[src/rtl/spi_pkg.sv]
// ---------------------------------------------------------------------------
// spi_pkg
//
// Shared definitions for the SPI master controller:
//   - spi_ctrl_state_t : controller state encoding
//   - SPI_BYTE_W       : width of one transfer unit
//   - SPI_CPOL/CPHA    : bus mode (mode 0: sclk idles low, sample on rise)
//   - spi_shift_in     : MSB-first receive shift helper
// ---------------------------------------------------------------------------
package spi_pkg;

  localparam int SPI_BYTE_W = 8;

  // Mode 0 bus behaviour.
  localparam logic SPI_CPOL = 1'b0;
  localparam logic SPI_CPHA = 1'b0;

  typedef enum logic [2:0] {
    ST_IDLE,
    ST_SETUP,
    ST_HIGH,
    ST_LOW,
    ST_WAIT,
    ST_HOLD,
    ST_GAP
  } spi_ctrl_state_t;

  // With CPHA=0 the master samples in the phase that follows the leading
  // (first) sclk edge, which for CPOL=0 is the high phase.
  localparam spi_ctrl_state_t SPI_SAMPLE_STATE = (SPI_CPHA == 1'b0) ? ST_HIGH : ST_LOW;

  // Shift one received bit into the LSB; the first bit received ends up in
  // the MSB after a full byte.
  function automatic logic [SPI_BYTE_W-1:0] spi_shift_in(
    input logic [SPI_BYTE_W-1:0] sr,
    input logic                  bit_in
  );
    return {sr[SPI_BYTE_W-2:0], bit_in};
  endfunction

endpackage

[src/rtl/spi_sclk_div.sv]
// ---------------------------------------------------------------------------
// spi_sclk_div
//
// Loadable half-period down-counter. A load of value N makes the phase last
// N+1 cycles: the counter runs N..0 and done_o is high in the final cycle of
// the phase. Once at zero the counter rests there until the next load.
//
// Ports:
//   clk        in  : system clock
//   rst        in  : synchronous active-high reset
//   load_i     in  : reload the counter (phase entry)
//   load_val_i in  : reload value (half-period minus one)
//   count_o    out : current count, equals load_val_i in the first phase cycle
//   done_o     out : last cycle of the current phase
// ---------------------------------------------------------------------------
module spi_sclk_div #(
  parameter int DIV_W = 8
) (
  input  logic             clk,
  input  logic             rst,
  input  logic             load_i,
  input  logic [DIV_W-1:0] load_val_i,
  output logic [DIV_W-1:0] count_o,
  output logic             done_o
);

  logic [DIV_W-1:0] cnt_q;
  logic [DIV_W-1:0] cnt_d;

  always_comb begin
    cnt_d = cnt_q;
    if (load_i) begin
      cnt_d = load_val_i;
    end else if (cnt_q != '0) begin
      cnt_d = cnt_q - DIV_W'(1);
    end
  end

  always_ff @(posedge clk) begin
    if (rst) begin
      cnt_q <= '0;
    end else begin
      cnt_q <= cnt_d;
    end
  end

  assign count_o = cnt_q;
  assign done_o  = (cnt_q == '0);

endmodule

[src/rtl/spi_master_ctrl.sv]
// ---------------------------------------------------------------------------
// spi_master_ctrl
//
// Byte-oriented SPI mode-0 master. Bytes arrive over a valid/ready handshake,
// are framed under cs_n, shifted MSB-first on mosi, and the byte sampled from
// miso is returned as a one-cycle rx_valid strobe (no backpressure).
// All bus outputs are registered; sclk half-period is clk_div+1 cycles,
// captured at each byte accept.
//
// Build option:
//   SPI_CTRL_BURST_EN : when defined, tx_last=0 keeps cs_n low and parks in
//                       WAIT for the next byte (multi-byte frames). When not
//                       defined, tx_last is ignored and every byte is framed
//                       on its own.
//
// Ports:
//   clk, rst           : system clock, synchronous active-high reset
//   clk_div            : sclk half-period minus one
//   tx_valid/tx_ready  : transmit handshake
//   tx_data, tx_last   : byte to send, end-of-frame marker
//   rx_valid, rx_data  : received byte strobe and value
//   busy               : controller not idle
//   sclk, cs_n, mosi   : SPI bus outputs
//   miso               : SPI bus input
// ---------------------------------------------------------------------------
module spi_master_ctrl
  import spi_pkg::*;
#(
  parameter int DIV_W  = 8,
  parameter int CS_GAP = 2
) (
  input  logic                  clk,
  input  logic                  rst,
  input  logic [DIV_W-1:0]      clk_div,
  input  logic                  tx_valid,
  output logic                  tx_ready,
  input  logic [SPI_BYTE_W-1:0] tx_data,
  input  logic                  tx_last,
  output logic                  rx_valid,
  output logic [SPI_BYTE_W-1:0] rx_data,
  output logic                  busy,
  output logic                  sclk,
  output logic                  cs_n,
  output logic                  mosi,
  input  logic                  miso
);

  localparam int GAP_W = (CS_GAP > 1) ? $clog2(CS_GAP) : 1;

  spi_ctrl_state_t state_q;

  logic [DIV_W-1:0]      div_q;
  logic [SPI_BYTE_W-1:0] tx_sr_q;
  logic [SPI_BYTE_W-1:0] rx_sr_q;
  logic [2:0]            bit_cnt_q;
  logic [GAP_W-1:0]      gap_cnt_q;

  logic                  tx_ready_q;
  logic                  cs_n_q;
  logic                  sclk_q;
  logic                  mosi_q;
  logic                  rx_valid_q;
  logic [SPI_BYTE_W-1:0] rx_data_q;
  logic                  busy_q;

`ifdef SPI_CTRL_BURST_EN
  logic                  last_q;
`else
  logic                  unused_tx_last;
  assign unused_tx_last = tx_last;
`endif

  logic                  accept;
  logic                  div_load;
  logic [DIV_W-1:0]      div_load_val;
  logic [DIV_W-1:0]      div_count;
  logic                  div_done;
  logic                  sample_now;
  logic [SPI_BYTE_W-1:0] rx_shift;

  assign accept = tx_valid & tx_ready_q;

  // Every timed phase (SETUP/HIGH/LOW/HOLD) is entered either from an accept
  // or from the end of another timed phase; reload at both points. On an
  // accept the fresh clk_div is used because div_q is only written then.
  assign div_load     = accept |
                        (div_done & (state_q inside {ST_SETUP, ST_HIGH, ST_LOW}));
  assign div_load_val = accept ? clk_div : div_q;

  spi_sclk_div #(
    .DIV_W (DIV_W)
  ) u_sclk_div (
    .clk        (clk),
    .rst        (rst),
    .load_i     (div_load),
    .load_val_i (div_load_val),
    .count_o    (div_count),
    .done_o     (div_done)
  );

  // The counter equals the reload value only in the first cycle of a phase,
  // so miso is captured exactly once per high phase.
  assign sample_now = (state_q == SPI_SAMPLE_STATE) & (div_count == div_q);
  assign rx_shift   = spi_shift_in(rx_sr_q, miso);

  always_ff @(posedge clk) begin
    if (rst) begin
      state_q    <= ST_IDLE;
      div_q      <= '0;
      tx_sr_q    <= '0;
      rx_sr_q    <= '0;
      bit_cnt_q  <= '0;
      gap_cnt_q  <= '0;
      tx_ready_q <= 1'b0;
      cs_n_q     <= 1'b1;
      sclk_q     <= SPI_CPOL;
      mosi_q     <= 1'b0;
      rx_valid_q <= 1'b0;
      rx_data_q  <= '0;
      busy_q     <= 1'b0;
`ifdef SPI_CTRL_BURST_EN
      last_q     <= 1'b0;
`endif
    end else begin
      rx_valid_q <= 1'b0;

      if (sample_now) begin
        rx_sr_q <= rx_shift;
      end

      case (state_q)
        ST_IDLE: begin
          tx_ready_q <= 1'b1;
          busy_q     <= 1'b0;
          if (accept) begin
            state_q    <= ST_SETUP;
            tx_ready_q <= 1'b0;
            busy_q     <= 1'b1;
            tx_sr_q    <= tx_data;
            div_q      <= clk_div;
            bit_cnt_q  <= 3'd7;
            cs_n_q     <= 1'b0;
            sclk_q     <= SPI_CPOL;
            mosi_q     <= tx_data[SPI_BYTE_W-1];
`ifdef SPI_CTRL_BURST_EN
            last_q     <= tx_last;
`endif
          end
        end

        ST_SETUP: begin
          if (div_done) begin
            state_q <= ST_HIGH;
            sclk_q  <= ~SPI_CPOL;
          end
        end

        ST_HIGH: begin
          if (div_done) begin
            sclk_q    <= SPI_CPOL;
            // 3-bit counter wraps 0 -> 7, ready for the next byte.
            bit_cnt_q <= bit_cnt_q - 3'd1;
            if (bit_cnt_q == 3'd0) begin
              // With a one-cycle high phase the final bit is captured in
              // this same cycle, so take it from the shift path directly.
              rx_valid_q <= 1'b1;
              rx_data_q  <= sample_now ? rx_shift : rx_sr_q;
`ifdef SPI_CTRL_BURST_EN
              if (last_q) begin
                state_q <= ST_HOLD;
              end else begin
                state_q    <= ST_WAIT;
                tx_ready_q <= 1'b1;
              end
`else
              state_q <= ST_HOLD;
`endif
            end else begin
              state_q <= ST_LOW;
              tx_sr_q <= tx_sr_q << 1;
              mosi_q  <= tx_sr_q[SPI_BYTE_W-2];
            end
          end
        end

        ST_LOW: begin
          if (div_done) begin
            state_q <= ST_HIGH;
            sclk_q  <= ~SPI_CPOL;
          end
        end

`ifdef SPI_CTRL_BURST_EN
        ST_WAIT: begin
          // cs_n stays asserted; sclk stays idle until the next byte.
          tx_ready_q <= 1'b1;
          if (accept) begin
            state_q    <= ST_SETUP;
            tx_ready_q <= 1'b0;
            tx_sr_q    <= tx_data;
            div_q      <= clk_div;
            bit_cnt_q  <= 3'd7;
            mosi_q     <= tx_data[SPI_BYTE_W-1];
            last_q     <= tx_last;
          end
        end
`endif

        ST_HOLD: begin
          if (div_done) begin
            state_q   <= ST_GAP;
            cs_n_q    <= 1'b1;
            mosi_q    <= 1'b0;
            gap_cnt_q <= GAP_W'(CS_GAP - 1);
          end
        end

        ST_GAP: begin
          if (gap_cnt_q == '0) begin
            state_q    <= ST_IDLE;
            busy_q     <= 1'b0;
            tx_ready_q <= 1'b1;
          end else begin
            gap_cnt_q <= gap_cnt_q - GAP_W'(1);
          end
        end

        default: begin
          state_q    <= ST_IDLE;
          busy_q     <= 1'b0;
          tx_ready_q <= 1'b0;
          cs_n_q     <= 1'b1;
          sclk_q     <= SPI_CPOL;
          mosi_q     <= 1'b0;
        end
      endcase
    end
  end

  assign tx_ready = tx_ready_q;
  assign rx_valid = rx_valid_q;
  assign rx_data  = rx_data_q;
  assign busy     = busy_q;
  assign sclk     = sclk_q;
  assign cs_n     = cs_n_q;
  assign mosi     = mosi_q;

endmodule

[config.mk]
export PLATFORM = sky130hd
export DESIGN_NAME = spi_master_ctrl
export DESIGN_NICKNAME = d
export VERILOG_FILES = /design/src/rtl/spi_pkg.sv /design/src/rtl/spi_sclk_div.sv /design/src/rtl/spi_master_ctrl.sv
export SDC_FILE = /design/constraint.sdc
export NUM_CORES = 1
export LEC_CHECK = 0
export ABC_AREA = 1
export BUFFER_PORTS_ARGS = -buffer_cell sky130_fd_sc_hd__buf_2
export CAP_MARGIN = 25
export CORE_MARGIN = 2
export CORE_UTILIZATION = 62
export CTS_BUF_LIST = sky130_fd_sc_hd__clkbuf_8 sky130_fd_sc_hd__clkbuf_16
export CTS_CLUSTER_SIZE = 8
export DETAILED_ROUTE_END_ITERATION = 8
export HOLD_SLACK_MARGIN = 0.02
export PLACE_DENSITY = 0.84
export SYNTH_ARGS = -nofsm -noshare
export SYNTH_HDL_FRONTEND = slang
export SYNTH_SLANG_ARGS = --single-unit
[constraint.sdc]
create_clock -name clk -period 2.2 [get_ports clk]
set_input_delay 0.11 -clock clk [delete_from_list [all_inputs] [get_ports clk]]
set_output_delay 0.11 -clock clk [all_outputs]
set_load 0.05 [all_outputs]
After elaboration in Yosys (flattened, before gate mapping):

Index checks and enable logic that the tools add are counted.

* shifts and indexed selects: 0
* equality and inequality tests: 12
* bitwise operators: 10
* mux-type cells: 36
* multipliers: 0
* magnitude comparators: 0
* div/mod/pow operators: 0
* reduce and logical (&&, ||, !) cells: 23
* add/sub/neg operators: 3

Operators by type and width (count)
* 8-bit 2-to-1 mux: 4
* 3-bit 2-to-1 mux: 8
* 7-bit 2-to-1 mux: 3
* 3-bit one-hot mux with 5 select lines: 1
* 7-bit one-hot mux with 2 select lines: 1
* 1-bit 2-to-1 mux: 12
* 2-bit != test (second input constant): 5
* 5-bit AND reduction: 2
* 1-bit one-hot mux with 3 select lines: 3
* 3-bit AND reduction: 3
* 8-bit == test: 1
* 8-bit logical NOT: 1
* 1-bit one-hot mux with 4 select lines: 2
* 4-bit AND reduction: 2
* 8-bit nonzero test: 1
* 4-bit OR reduction: 2
* 8-bit by 1-bit subtractor with 8-bit output (second input constant): 1
* 3-bit by 2-bit == test with 1-bit output (second input constant): 2
* 3-bit == test (second input constant): 2
* 3-bit logical NOT: 2
* 1-bit NOT: 6
* 3-bit one-hot mux with 2 select lines: 1
* 2-bit nonzero test: 3
* 3-bit OR reduction: 2
* other kinds (10): 14

* memories kept: 0
* latch bits: 0
* word-level logic and storage cells: 98
* register bits after elaboration: 52
* bits in read-only memories: 0
* RAM bits: 0
* bits of input ports: 21
* output and inout bits: 14

Longest topological paths before layout:

Gate-level depths: netlist of the first run.

* depth after elaboration: 5
* gate-level depth with buffers: 12
* depth with buffers taken out: 11

Hierarchy:

Synthesis of the first run repeated with hierarchy kept, for this count alone.

* cell total of the unflattened synthesis: 365
* area total of the unflattened synthesis: 2681.3 um^2

By module, submodules not included
* spi_master_ctrl: cells each 295, sequential area each 880.8 um^2, times used 1, area each 2208.4 um^2
* spi_sclk_div: cells each 70, sequential area each 160.2 um^2, times used 1, area each 473.0 um^2

Worst setup path after synthesis of the first run:

No wires, ideal clock.

* path type: register -> register
* start: register tx_ready_q (netlist: tx_ready)
* end: register u_sclk_div.cnt_q[3] (netlist: u_sclk_div.count_o[3])
* period minus slack after synthesis: 1.786 ns
* path buffers: 1
* data required time: 2.126 ns
* stages on the path, launching flop included: 8
* library setup time: 0.074 ns
* arrival: 1.712 ns
* setup slack: 0.414 ns
* cells stage by stage: dfxtp_1 nand2_1 inv_1 clkbuf_1 nand2_1 o21ai_0 nand2_1 a31oi_1

* word-level cells in the longest chain between the ends: 3
* elaborated cells between the ends (all ways): 5
* those cells by class: mux (2); bitwise (2); reduce/logical (1)

Ends and longest elaborated chain
* start, declared: line spi_master_ctrl.sv:58 `logic tx_ready_q;`
* start signal, assigned: line spi_master_ctrl.sv:114 `tx_ready_q <= 1'b0;`
* start signal, assigned: line spi_master_ctrl.sv:133 `tx_ready_q <= 1'b1;`
* start signal, assigned: line spi_master_ctrl.sv:137 `tx_ready_q <= 1'b0;`
* 1-bit bitwise AND (*): line spi_master_ctrl.sv:81 `assign accept = tx_valid & tx_ready_q;`
* 8-bit 2-to-1 mux or 1-bit bitwise OR (tied branches)
* 8-bit 2-to-1 mux or 2-bit nonzero test (tied branches)
* end signal, assigned: line spi_sclk_div.sv:43 `cnt_q <= cnt_d;`
* end, declared: line spi_sclk_div.sv:27 `logic [DIV_W-1:0] cnt_q;`

Every way passes the cells marked *; elsewhere a longest branch is shown, timed or not.
A chain may end at the register's enable or synchronous reset.

Final worst setup path of the first run:

* start: register u_sclk_div.cnt_q[0] (netlist: u_sclk_div.count_o[0])
* end: register tx_sr_q[1]

* word-level cells in the longest chain between the ends: 3

Ends and longest elaborated chain
* 8-bit logical NOT: line spi_sclk_div.sv:48 `assign done_o = (cnt_q == '0);`
* 2-bit != test (no source line)
* 4-bit AND reduction (no source line)
* end signal, assigned: line spi_master_ctrl.sv:139 `tx_sr_q <= tx_data;`
* end signal, assigned: line spi_master_ctrl.sv:180 `tx_sr_q <= tx_sr_q << 1;`
* end, declared: line spi_master_ctrl.sv:53 `logic [SPI_BYTE_W-1:0] tx_sr_q;`

No other way between the ends.

==> metrics list, run 1 <==
- Across every metal layer, demand over resource in global routing totals between 20% and 30%.
* Post-cts repair resize count: 0
- Top post-synthesis cells by area: dfxtp_1, nand2_1, inv_1, o21ai_0, a21oi_1
- The worst register-to-register path begins at u_sclk_div.count_o[0].
- STA puts the critical path data arrival time at around 1.9 ns.
- After detailed placement, the total cell area comes to approximately 2900 µm².
- By startpoint and endpoint, the worst setup path is classified as register to register.
- Routability-driven placement finished with a final weighted congestion of 0.9126.
* Total number of vias: 2,449
- Power density of the placed cells: ~1300 nW/µm²
* Routed wire length: 5522 µm
- In the final layout, the share of cells above drive strength 1 is 17.92%.
- Timing would allow up to between 0.5 and 0.6 GHz.
- Pin count of the biggest net entering global routing: 21
- Once detail routing completed, the nets flagged for antenna violations numbered 0.
- The tree is rooted in a clkbuf_8.
- Maximum fanout encountered on the critical timing path: 13
- Design Area, Final: approximately 3000 µm²
- Slew Limit Fails: 0
- Number of design rule violations left after detail routing: 0
- Post-route setup TNS: 0 ns
* Crit path required time: ~2.5 ns
* CTS buffer count: 5
* Leakage power: 1.441 nW
* DRT Pass-1 Iters: 4
- The clock tree synthesis step divided the H-tree into 2 levels.
- The worst setup path is launched from a register.
- The biggest area contributor in the post-synthesis netlist is dfxtp_1.
- Library cells used by synthesis: 29
- The die is about 70 µm wide.
- CTS Hold Bufs: 0
- Endpoint class of the critical path: register
- Status: finished, final reports clean
- Class of the worst hold path: input pin to register
- A synthesized cell averages around 6.9 µm².
- During synthesis, Yosys emitted a total of 0 warnings.
* Unrepaired setup endpoints after global routing: false
* Sequential area share after synthesis: 38.50%
* Max-cap violations: 0
- Post-synthesis net count: around 420
- Antenna violations before repair: 0
- Total count of hold-check failures in the final report: 0
* Wirelength per Cell: between 10 and 15 µm
- Area growth from synthesis to final layout: 10.32%
* Antenna fix cells: 0
- At the end of the flow, the number of nets in the layout was ~450.
* Number of global-route vias before repair: 2,329
- On the final layout, the worst clock skew is 0.008193 ns.
* Number of instances in the synthesized netlist: 393
- Die height: 70.04 µm
- The total area inside the core boundary comes to 4264 µm².
* Aggregate global routing overflow: 0
- Worst-Margin Slew: 0.5315 ns
- The worst path in the final design needs a cycle of 1.699 ns, including I/O delays and setup.
- Minimum setup slack in the final design: 0.5009 ns
- Die area: 4906 µm²
* First-pass GRT wire length: roughly 10000 µm
- Number of buffers on the longest clock path: 2
- The worst-case IR drop observed on VDD is about 0.7 mV.
- Flip-flop and latch count after synthesis: 52
- In this run the cell area of the synthesized design comes to 2704 µm².
- Starting utilization of the core area: 63.41%
* Min-Delay Startpoint: tx_data[0]
- CTS tree: yes
* Half-perimeter wire length after placement: 4004 µm
- Clk slew on worst S/H paths: around 0.09 ns
* Worst max-slew margin expressed relative to the limit: 64.53%
- Total of buffers placed on input and output ports: 33
- Clock sink total: 52
- Before CTS, the worst setup slack after placement is 0.5161 ns.
- Standard-cell row count: 24
- Drt first-iter violations: 196
- Setup Fix Bufs, Post-CTS: 0
- Final setup violating endpoints: 0
* Ratio of routed vias to standard cells: 5.145
* Fraction of synthesized cell area taken by the top area cell type: 38.50%
- In this run the count of I/O pins placed on the die edge is 35.
- Final worst path period share: 77.23%
* Clk Latency, worst-skew pair: 0.31 ns
- The most critical setup path has its startpoint at u_sclk_div.count_o[0].
[cell usage in the layout, fill, tap and decap left out, types with 9 or more instances in the layout]
| master | n |
|---|---|
| nand2_1 | 97 |
| dfxtp_1 | 52 |
| inv_1 | 47 |
| nor2_1 | 37 |
| o21ai_0 | 33 |
| buf_2 | 33 |
| a21oi_1 | 31 |
| nand3_1 | 21 |
| nand2_2 | 9 |
[worst max-delay path: stages, from the launching register on]
cell and delay (ns):
dfxtp_1 0.35, inv_1 0.12, ha_1 0.18, nand2_2 0.09
nor2_8 0.18, inv_4 0.09, nand2_2 0.13, nand3_2 0.23
nand2_1 0.12, nand2_1 0.05, nor2_1 0.09
[cells by family after synthesis]
kind of cell / share of synthesized area [%]
adders and majority gates: 1.851
and+or+nand+nor: 32.85
DFF: 38.50
buffers and inverters: 10.18
AOI/OAI and AO/OA: 14.02
xor gates and xnor gates: 2.591
[synth_stat cells]
cell type  count
xor2_1         3
nand2_2        9
nand3_2        3
buf_1          2
nor2_1        37
inv_4          1
nand3_1       21
inv_1         46
clkinv_1       1
o21ai_0       33
nor2_4         4
a21oi_1       31
a31oi_1        2
nand2_1       97
nand2_4        1
o211ai_1       3
dfxtp_1       52
buf_6          3
ha_1           4
o21ai_1        3
xnor2_1        5
nor3_1         2
inv_2          7
o21ai_2        1
nor2_8         2
buf_2          2
clkbuf_1       4
nand4_1        7
nor2_2         7
[sequential cells by signal (all words and copies together) (netlist names), 3 cells and up]
signal	count
div_q	8
rx_data	8
rx_sr_q	8
u_sclk_div.count_o	8
tx_sr_q	7
bit_cnt_q	3
state_q	3
[per-layer routing]
metal	up-vias	global-route usage (%)	wire, µm
met5	-	0	0
met2	61	39.58	2490
li1	1301	-	-
met4	0	8.333	96
met3	8	5.195	308
met1	1079	32.60	2626
[path summary, 6_finish.rpt]
path	end	slack [ns]	cells after the start
setup reg to reg	tx_sr_q[1]	0.50	10
hold reg to reg	bit_cnt_q[0]	0.43	1
hold / removal	tx_sr_q[0]	0.06	3
setup / recovery	tx_sr_q[1]	0.50	10
[power by group]
group,internal [mW],total [mW],switching (mW)
sequential,1.16,1.31,0.146
clock,0.333,0.651,0.317
combinational,0.640,1.99,1.35
[cell type report]
| type | count | area [µm²] |
|---|---|---|
| clock inverters | 3 | 38.79 |
| well taps | 52 | 65.06 |
| clock buffers | 5 | 68.82 |
| multi-input cells | 275 | 1388 |
| repair buffers | 34 | 172.7 |
| flip-flops and latches | 52 | 1041 |
| inverters | 55 | 209.0 |
| fillers | 365 | 1281 |
[stage by stage]
stage | hold WS [ns] | std cells | total power, mW | utilization, %
final | 0.06300 | 476 | 3.944 | 69.95
after global routing | 0.07930 | 476 | 4.302 | 69.95
after CTS | 0.05451 | 476 | 3.946 | 69.95
after detailed placement | 0.3865 | 468 | 3.287 | 67.43
after global placement | 0.3842 | 468 | 3.252 | 67.43
after floorplan | 0.2572 | 393 | 2.981 | -
No activity file was read; power rests on OpenSTA's default activity.
==> run 2: changes to the inputs <==
--- a/config.mk
+++ b/config.mk
@@ -5,16 +5,16 @@
 export SDC_FILE = /design/constraint.sdc
 export NUM_CORES = 1
 export LEC_CHECK = 0
-export ABC_AREA = 1
+export ABC_AREA = 0
 export BUFFER_PORTS_ARGS = -buffer_cell sky130_fd_sc_hd__buf_2
 export CAP_MARGIN = 25
 export CORE_MARGIN = 2
-export CORE_UTILIZATION = 62
+export CORE_UTILIZATION = 57
 export CTS_BUF_LIST = sky130_fd_sc_hd__clkbuf_8 sky130_fd_sc_hd__clkbuf_16
 export CTS_CLUSTER_SIZE = 8
 export DETAILED_ROUTE_END_ITERATION = 8
 export HOLD_SLACK_MARGIN = 0.02
-export PLACE_DENSITY = 0.84
+export PLACE_DENSITY = 0.78
 export SYNTH_ARGS = -nofsm -noshare
 export SYNTH_HDL_FRONTEND = slang
 export SYNTH_SLANG_ARGS = --single-unit
==> constraint.sdc (replaced) <==
create_clock -name clk -period 1.6 [get_ports clk]
set_input_delay 0.08 -clock clk [delete_from_list [all_inputs] [get_ports clk]]
set_output_delay 0.08 -clock clk [all_outputs]
set_load 0.05 [all_outputs]
==> run 2 against run 1 <==
The run now ends with setup timing left. Cell area increased by 29%. Largest power group unchanged. Cell count decreased by 8.2%. Clock power increased by 21%. Global-route usage increased by 5.8 points. Count of clock-buffer cells in the layout unchanged. Die area increased by 2.0%. Worst setup slack got worse by 0.79 ns. Flip-flop and latch count unchanged. Combinational power increased by 65%. Routed wire length increased by 87%. Area after synthesis decreased by 6.2%. Critical endpoint is now rx_data[0].
==> metrics list, run 2 <==
* Status: finished with violations
- Violated checks: setup timing
- Overall power: 5.746 mW (+46%)
- The critical path's largest stage delay was 0.38 ns (+0.03 ns).
- The average routed wire per standard cell is 23.57 µm (+100%).
* Number of buffers on the longest clock path: 2 (unchanged)
- Crit path required time: 1.82 ns (-0.63 ns)
* VDD IR max: 1.051 mV (+50%)
- Maximum clock skew at final layout: 0.004240 ns (-0.003953 ns)
- Final weighted congestion in routability-driven placement: 0.9445 (+3.5%)
* Area of combinational cells with multiple inputs: 1739 µm² (+25%)
- Standard-cell row count: 24 (unchanged)
* Power share of the clock group: 13.7% (-2.8 points)
- Synth area leader: dfxtp_1
- Number of enable-type register cells in the synthesized netlist: 0 (unchanged)
* Maximum fanout encountered on the critical timing path: 8 (-5)
- Number of global-route vias before repair: 2,533 (+8.8%)
- The share of total power in combinational logic is 57.2% (+6.8 points).
- Top post-synthesis cells by area: dfxtp_1, mux2i_1, nor2_1, a211oi_1, a21oi_1
- Unrepaired setup endpoints after global routing: true
- Core Area: 4324 µm² (+1.4%)
- Most frequently used flop master after synthesis: dfxtp_1
- For this design, the slowest cell found on the critical path is dfxtp_4.
- The maximum number of pins on one net before global-route repair came to 30 (+43%).
- The share of power burned in registers was 29.1% (-4.0 points).
- Total number of H-tree levels: 2 (unchanged)
- The initial antenna violation count was 0 (unchanged).
* CTS Root Cell: clkbuf_8
- Count leader, synth: nor2_1
- The final-layout fill cell count is 188 (-48%).
* Leakage power: 1.613 nW (+12%)
- The clock-pin transition on the worst setup and hold timing paths is 0.10 ns (about the same).
- The final count of hold timing violations was 0 (unchanged).
- The number of endpoints failing setup at the final stage was 46 (+46).
* Power dissipated by switching net loads: 2.299 mW (+27%)
- Internal power component: 3.446 mW (+62%)
- Post-route minimum period: 1.892 ns (+0.1932 ns)
* Minimum setup slack in the final design: -0.2923 ns (-0.7932 ns)
* Commonest cells after routing, fill and taps aside: nor2_1, buf_4, dfxtp_1
- The timing-limited maximum frequency was 0.5285 GHz (-10%).
- The cell area after synthesis was 2537 µm² (-6.2%).
- The placed wire-length estimate was 4444 µm (+11%).
- List of cells traversed by the critical path: xor2_4 > nor4_4 > buf_4 > nand3_4 > buf_12 > mux2i_4 > a211oi_1
- Fraction of registers with async set or reset after synthesis: 0% (unchanged)
- Total number of vias: 2,986 (+22%)
- Worst EP arrival: 2.12 ns (+0.18 ns)
- The tightest min-delay check is of the input pin to register type.
* Routed wire length: 10,300 µm (+87%)
* Clk Latency, worst-skew pair: 0.32 ns (about the same)
- Critical path buffers and inverters: 2 (unchanged)
- The net count of the mapped netlist was 313 (-25%).
- Nets@finish: 409 (-8.7%)
- The y dimension of the die was 70.72 µm (+0.97%).
* DRT Pass-1 Iters: 8 (+4)
- Among cell families on the critical path, the largest total delay comes from simple AND/OR/NAND/NOR gates.
- The number of distinct library cells after synthesis was 51 (+76%).
* Path type of the worst setup path: register to register
- Post-route setup TNS: -6.195 ns (-6.195 ns)
- The power density over the cells came to 1497 nW/µm² (+13%).
- The number of I/O pins was 35 (unchanged).
- Area growth from synthesis to final layout: 51.23%
* Post-Place Setup Slack: -0.1666 ns (-0.6828 ns)
* Starting utilization of the core area: 58.68% (-4.7 points)
- The post-detailed-route count of antenna-violating nets came to 0 (unchanged).
- The number of warnings issued by yosys came to 0 (unchanged).
* Worst max-slew margin expressed relative to the limit: 64.69% (+0.16 points)
- Switching part of the total power: 40.02% (-5.9 points)
- Aggregate global routing overflow: 0 (unchanged)
- The global-route total usage across every layer came to 30.31% (+5.8 points).
- The gate count after technology mapping is 288 (-27%).
* Total area of sequential cells: 1067 µm² (+2.5%)
- The DRC violation count after routing came to 0 (unchanged).
- Endpoint class of the critical path: register
* Antenna fix cells: 0 (unchanged)
* Clock sink total: 52 (unchanged)
- Final worst path period share: 118.3% (+41 points)
- The wire length of the first global-routing pass came to 12,050 µm (+22%).
- The mean post-synth cell area came to 8.811 µm² (+28%).
- Worst-Margin Slew: 0.5293 ns (-0.002176 ns)
- Min Hold Slack: 0.01640 ns (-0.04660 ns)
- Sequential area share after synthesis: 41.03% (+2.5 points)
- Slew Limit Fails: 0 (unchanged)
- TritonCTS built the clock tree.
- The final cell utilization of the core came to 88.74% (+19 points).
* Die area: 5001 µm² (+2.0%)
* Most frequent cells after synthesis: nor2_1, dfxtp_1, mux2i_1
* Proportion of layout cells with a drive suffix above 1: 46.75% (+29 points)
- CTS buffer count: 5 (unchanged)
- Element type at the critical path start: register
* DIE WIDTH: 70.72 µm (+0.97%)
* Max-cap violations: 0 (unchanged)
- The share of the synthesized area in the top cell type is 41.03% (+2.5 points).
- Drt first-iter violations: 469 (+140%)
- Ratio of routed vias to standard cells: 6.833 (+33%)
- The number of port buffers was 33 (unchanged).
- The number of synthesized register bits was 52 (unchanged).
-- run 2: cell count changes after synthesis, moves of 7 or more --
cell / before / now
nand3_1: 21 / 2
nor2_2: 7 / 0
nand2_1: 97 / 10
nand4_1: 7 / 0
inv_2: 7 / 0
mux2i_1: 0 / 24
inv_1: 46 / 8
a211oi_1: 0 / 18
o21ai_0: 33 / 8
a21oi_1: 31 / 17
nor2_1: 37 / 53
nand2_2: 9 / 0
-- run 2: metal layers --
metal,track usage (%),routed length (µm)
met1,38.36,3709
met2,50.05,4688
met3,6.125,1180
met4,13.63,721
met5,0,0
-- run 2: timing repair --
action | 4_1_cts | 5_1_grt
resized for setup | 32 | 67
pin swaps | 14 | 20
hold endpoints to repair | 8 | 0
hold buffers | 6 | 0
endpoints found under the setup margin | 32 | 41
setup buffers | 8 | 11
cloned | 1 | 0
-- run 2: worst register-to-register path, stage by stage, from the launching register on --
cell and delay [ns]:
dfxtp_4 0.38, xor2_4 0.20, nor4_4 0.31, buf_4 0.17, nand3_4 0.08, buf_12 0.19
mux2i_4 0.21, a211oi_1 0.26
-- run 2: layout make-up --
cell class              instances  share of cell area (%)
well taps                      52                   1.695
clock inverters                 3                  0.5869
repair buffers                107                   21.88
flip-flops and latches         52                   27.81
clock buffers                   5                   1.793
multi-input cells             210                   45.32
inverters                       8                  0.9129
-- run 2: per-stage QoR --
| step | cell area [µm²] | std cells |
|---|---|---|
| 3_3_place_gp | 3099 | 403 |
| 6_report | 3837 | 437 |
| 2_1_floorplan | 2591 | 288 |
| 4_1_cts | 3451 | 426 |
| 3_5_place_dp | 3099 | 403 |
| 5_1_grt | 3837 | 437 |
-- run 2: final timing paths --
| path | startpoint | end | slack, ns | depth (start not counted) |
|---|---|---|---|---|
| worst max register to register | u_sclk_div.count_o[2] | rx_data[0] | -0.29 | 7 |
| worst min-delay path | clk_div[2] | div_q[2] | 0.02 | 3 |
| worst max-delay path | u_sclk_div.count_o[2] | rx_data[0] | -0.29 | 7 |
| worst min register to register | sclk | sclk | 0.49 | 2 |
-- run 2: kinds of logic after synthesis --
group / count (synthesis) / synth area share [%]
AND/OR/NAND/NOR: 102 / 20.37
flip-flops: 52 / 41.03
XOR/XNOR: 12 / 4.142
adder cells (fa/ha/maj): 4 / 1.972
multiplexers: 24 / 9.467
AO/OA/AOI/OAI: 68 / 18.10
buffers and inverters: 26 / 4.931
-- run 2: power by group through the flow --
stage	clock network, mW	registers, mW	logic (mW)
3_3_place_gp	0	1.64	1.83
3_5_place_dp	0	1.65	1.86
6_report	0.785	1.67	3.29
4_1_cts	0.778	1.61	2.22
5_1_grt	0.834	1.68	3.41
2_1_floorplan	0	1.69	1.16
==> run 3: changes to the inputs <==
--- a/config.mk
+++ b/config.mk
@@ -15,6 +15,7 @@
 export DETAILED_ROUTE_END_ITERATION = 8
 export HOLD_SLACK_MARGIN = 0.02
 export PLACE_DENSITY = 0.78
+export RECOVER_POWER = 50
 export SYNTH_ARGS = -nofsm -noshare
 export SYNTH_HDL_FRONTEND = slang
 export SYNTH_SLANG_ARGS = --single-unit
==> run 3 against run 2 <==
The flow still finishes with violations (setup timing). First-iteration DRC count decreased by 3.0%. Critical endpoint unchanged. Total power increased by 0.21%. Hold slack improved by 0.014 ns. Clock skew increased by 0.0020 ns. Critical path depth unchanged. Sequential share of layout area increased by 0.12 points.
==> metrics list, run 3 (synthesized netlist as in run 2, its figures left out) <==
* Status: finished with violations
* Violated checks: setup timing
- First-pass GRT wire length: 12,050 µm (unchanged)
- Post-Place Setup Slack: -0.1666 ns (unchanged)
* Area of combinational cells with multiple inputs: 1739 µm² (unchanged)
- Post-route minimum period: 1.876 ns (-0.01661 ns)
- Aggregate global routing overflow: 0 (unchanged)
* Number of buffers on the longest clock path: 2 (unchanged)
- Total of buffers placed on input and output ports: 33 (unchanged)
- Crit path required time: 1.83 ns (about the same)
- Wirelength per Cell: 23.75 µm (+0.76%)
* Worst-Margin Slew: 0.6384 ns (+0.1091 ns)
- The post-detailed-route count of antenna-violating nets was 0 (unchanged).
* Ratio of routed vias to standard cells: 6.833 (unchanged)
- Area growth from synthesis to final layout: 50.59%
- The slack of the critical path came to -0.2757 ns (+0.01661 ns).
- The initial antenna violation count was 0 (unchanged).
* Clock sink total: 52 (unchanged)
* Pin count of the biggest net entering global routing: 30 (unchanged)
* Number of design rule violations left after detail routing: 0 (unchanged)
* Met3 layer usage reported by global route: 6.125% (unchanged)
- The number of pins with negative max-slew slack in the final report is 0 (unchanged).
- The die footprint was 5001 µm² (unchanged).
- The clock-pin transition on the worst setup and hold timing paths came to 0.10 ns (about the same).
- Clk Latency, worst-skew pair: 0.32 ns (about the same)
- The initial core utilization was 58.68% (unchanged).
- The number of endpoints failing setup at the final stage was 47 (+2.2%).
- Final weighted congestion in routability-driven placement: 0.9445 (unchanged)
* Half-perimeter wire length after placement: 4444 µm (unchanged)
- The global-route total usage across every layer came to 30.31% (unchanged).
- Total count of hold-check failures in the final report: 0 (unchanged)
- Met2 track utilization from global routing: 50.05% (unchanged)
- The layout cell share with drive strength beyond 1 was 43.38% (-3.4 points).
- The final cycle utilization of the critical path is 117.2% (-1.0 points).
- The register area came to 1067 µm² (unchanged).
* Drt first-iter violations: 455 (-3.0%)
* CTS buffer count: 5 (unchanged)
* Power density of the placed cells: 1507 nW/µm² (+0.64%)
- Path type of the worst setup path: register to register
* Worst EP arrival: 2.10 ns (-0.02 ns)
- The min-delay analysis places its worst path in the category input pin to register.
- CTS tree: yes
- Antenna fix cells: 0 (unchanged)
- The met1 usage in global routing is 38.36% (unchanged).
- The number of I/O pins came to 35 (unchanged).
- The worst hold margin came to 0.03065 ns (+0.01425 ns).
- The worst ir drop on vdd is 1.058 mV (+0.65%).
* Standard-cell row count: 24 (unchanged)
* Core Area: 4324 µm² (unchanged)
- Unrepaired setup endpoints after global routing: true
* Achievable clock frequency: 0.5331 GHz (+0.89%)
* Total number of vias: 2,986 (unchanged)
- The number of global-route vias before repair came to 2,533 (unchanged).
- The count of TritonRoute iterations in the first routing pass came to 5 (-3).
- The final net count was 409 (unchanged).
- The final cell utilization of the core was 88.37% (-0.38 points).
* Leakage power: 1.560 nW (-3.3%)
* CTS Root Cell: clkbuf_8
* Layer with the highest usage after global routing: met2
- Commonest cells after routing, fill and taps aside: nor2_1, buf_4, dfxtp_1
- The tightest slew margin relative to the limit was 57.62% (-7.1 points).
- Maximum fanout encountered on the critical timing path: 8 (unchanged)
* Routed wire length: 10,380 µm (+0.76%)
- The die width was 70.72 µm (unchanged).
* Die height: 70.72 µm (unchanged)
- Final-layout fill cell count: 200 (+6.4%)
* Max-cap violations: 0 (unchanged)
- Total number of H-tree levels: 2 (unchanged)
- The worst setup path is launched from a register.
- The worst clock skew on the final layout was 0.006289 ns (+0.002049 ns).
- Endpoint class of the critical path: register
[run 3: power breakdown]
part           internal, mW  switching (mW)  total [mW]
logic                  1.65            1.65        3.30
registers              1.48           0.191        1.67
clock network         0.314           0.473       0.788
[run 3: what timing repair did]
item | in CTS | in global routing
gates cloned | 1 | 0
gates resized for setup | 32 | 67
setup buffers | 8 | 11
setup endpoints to repair | 32 | 41
hold endpoints to repair | 8 | 0
pin swaps | 14 | 20
hold buffers | 6 | 0
[run 3: layout make-up]
type | count | share of cell area, %
multi-input cells | 210 | 45.51
repair buffers | 107 | 21.55
clock buffers | 5 | 1.801
well taps | 52 | 1.703
clock inverters | 3 | 0.5894
inverters | 8 | 0.9168
flip-flops and latches | 52 | 27.93
[run 3: metal layers]
layer	share of wire (%)	vias to the layer above	wire length, µm
met4	6.3	0	658
met2	46	300	4769
met1	36	1384	3726
li1	-	1213	-
met5	0	-	0
met3	12	89	1223
[run 3: worst paths after layout]
kind	startpoint	end	slack (ns)	cells after the start
setup / recovery	u_sclk_div.count_o[2]	rx_data[0]	-0.28	7
hold / removal	clk_div[2]	div_q[2]	0.03	3
hold reg to reg	mosi	mosi	0.49	2
setup reg to reg	u_sclk_div.count_o[2]	rx_data[0]	-0.28	7
[run 3: stage by stage]
stage / instances / cell area [µm²] / setup TNS, ns / power [mW]
4_1_cts: 426 / 3451 / -1.779 / 4.607
3_3_place_gp: 403 / 3099 / -0.6050 / 3.474
3_5_place_dp: 403 / 3099 / -2.067 / 3.514
5_1_grt: 437 / 3821 / -8.785 / 5.918
2_1_floorplan: 288 / 2591 / -0.1812 / 2.848
6_report: 437 / 3821 / -6.250 / 5.758
[run 3: worst max-delay path, stage by stage (launching register included)]
cell,delay [ns]
dfxtp_4,0.38
xor2_4,0.20
nor4_4,0.31
buf_4,0.17
nand3_4,0.08
buf_12,0.19
mux2i_4,0.19
a211oi_1,0.25
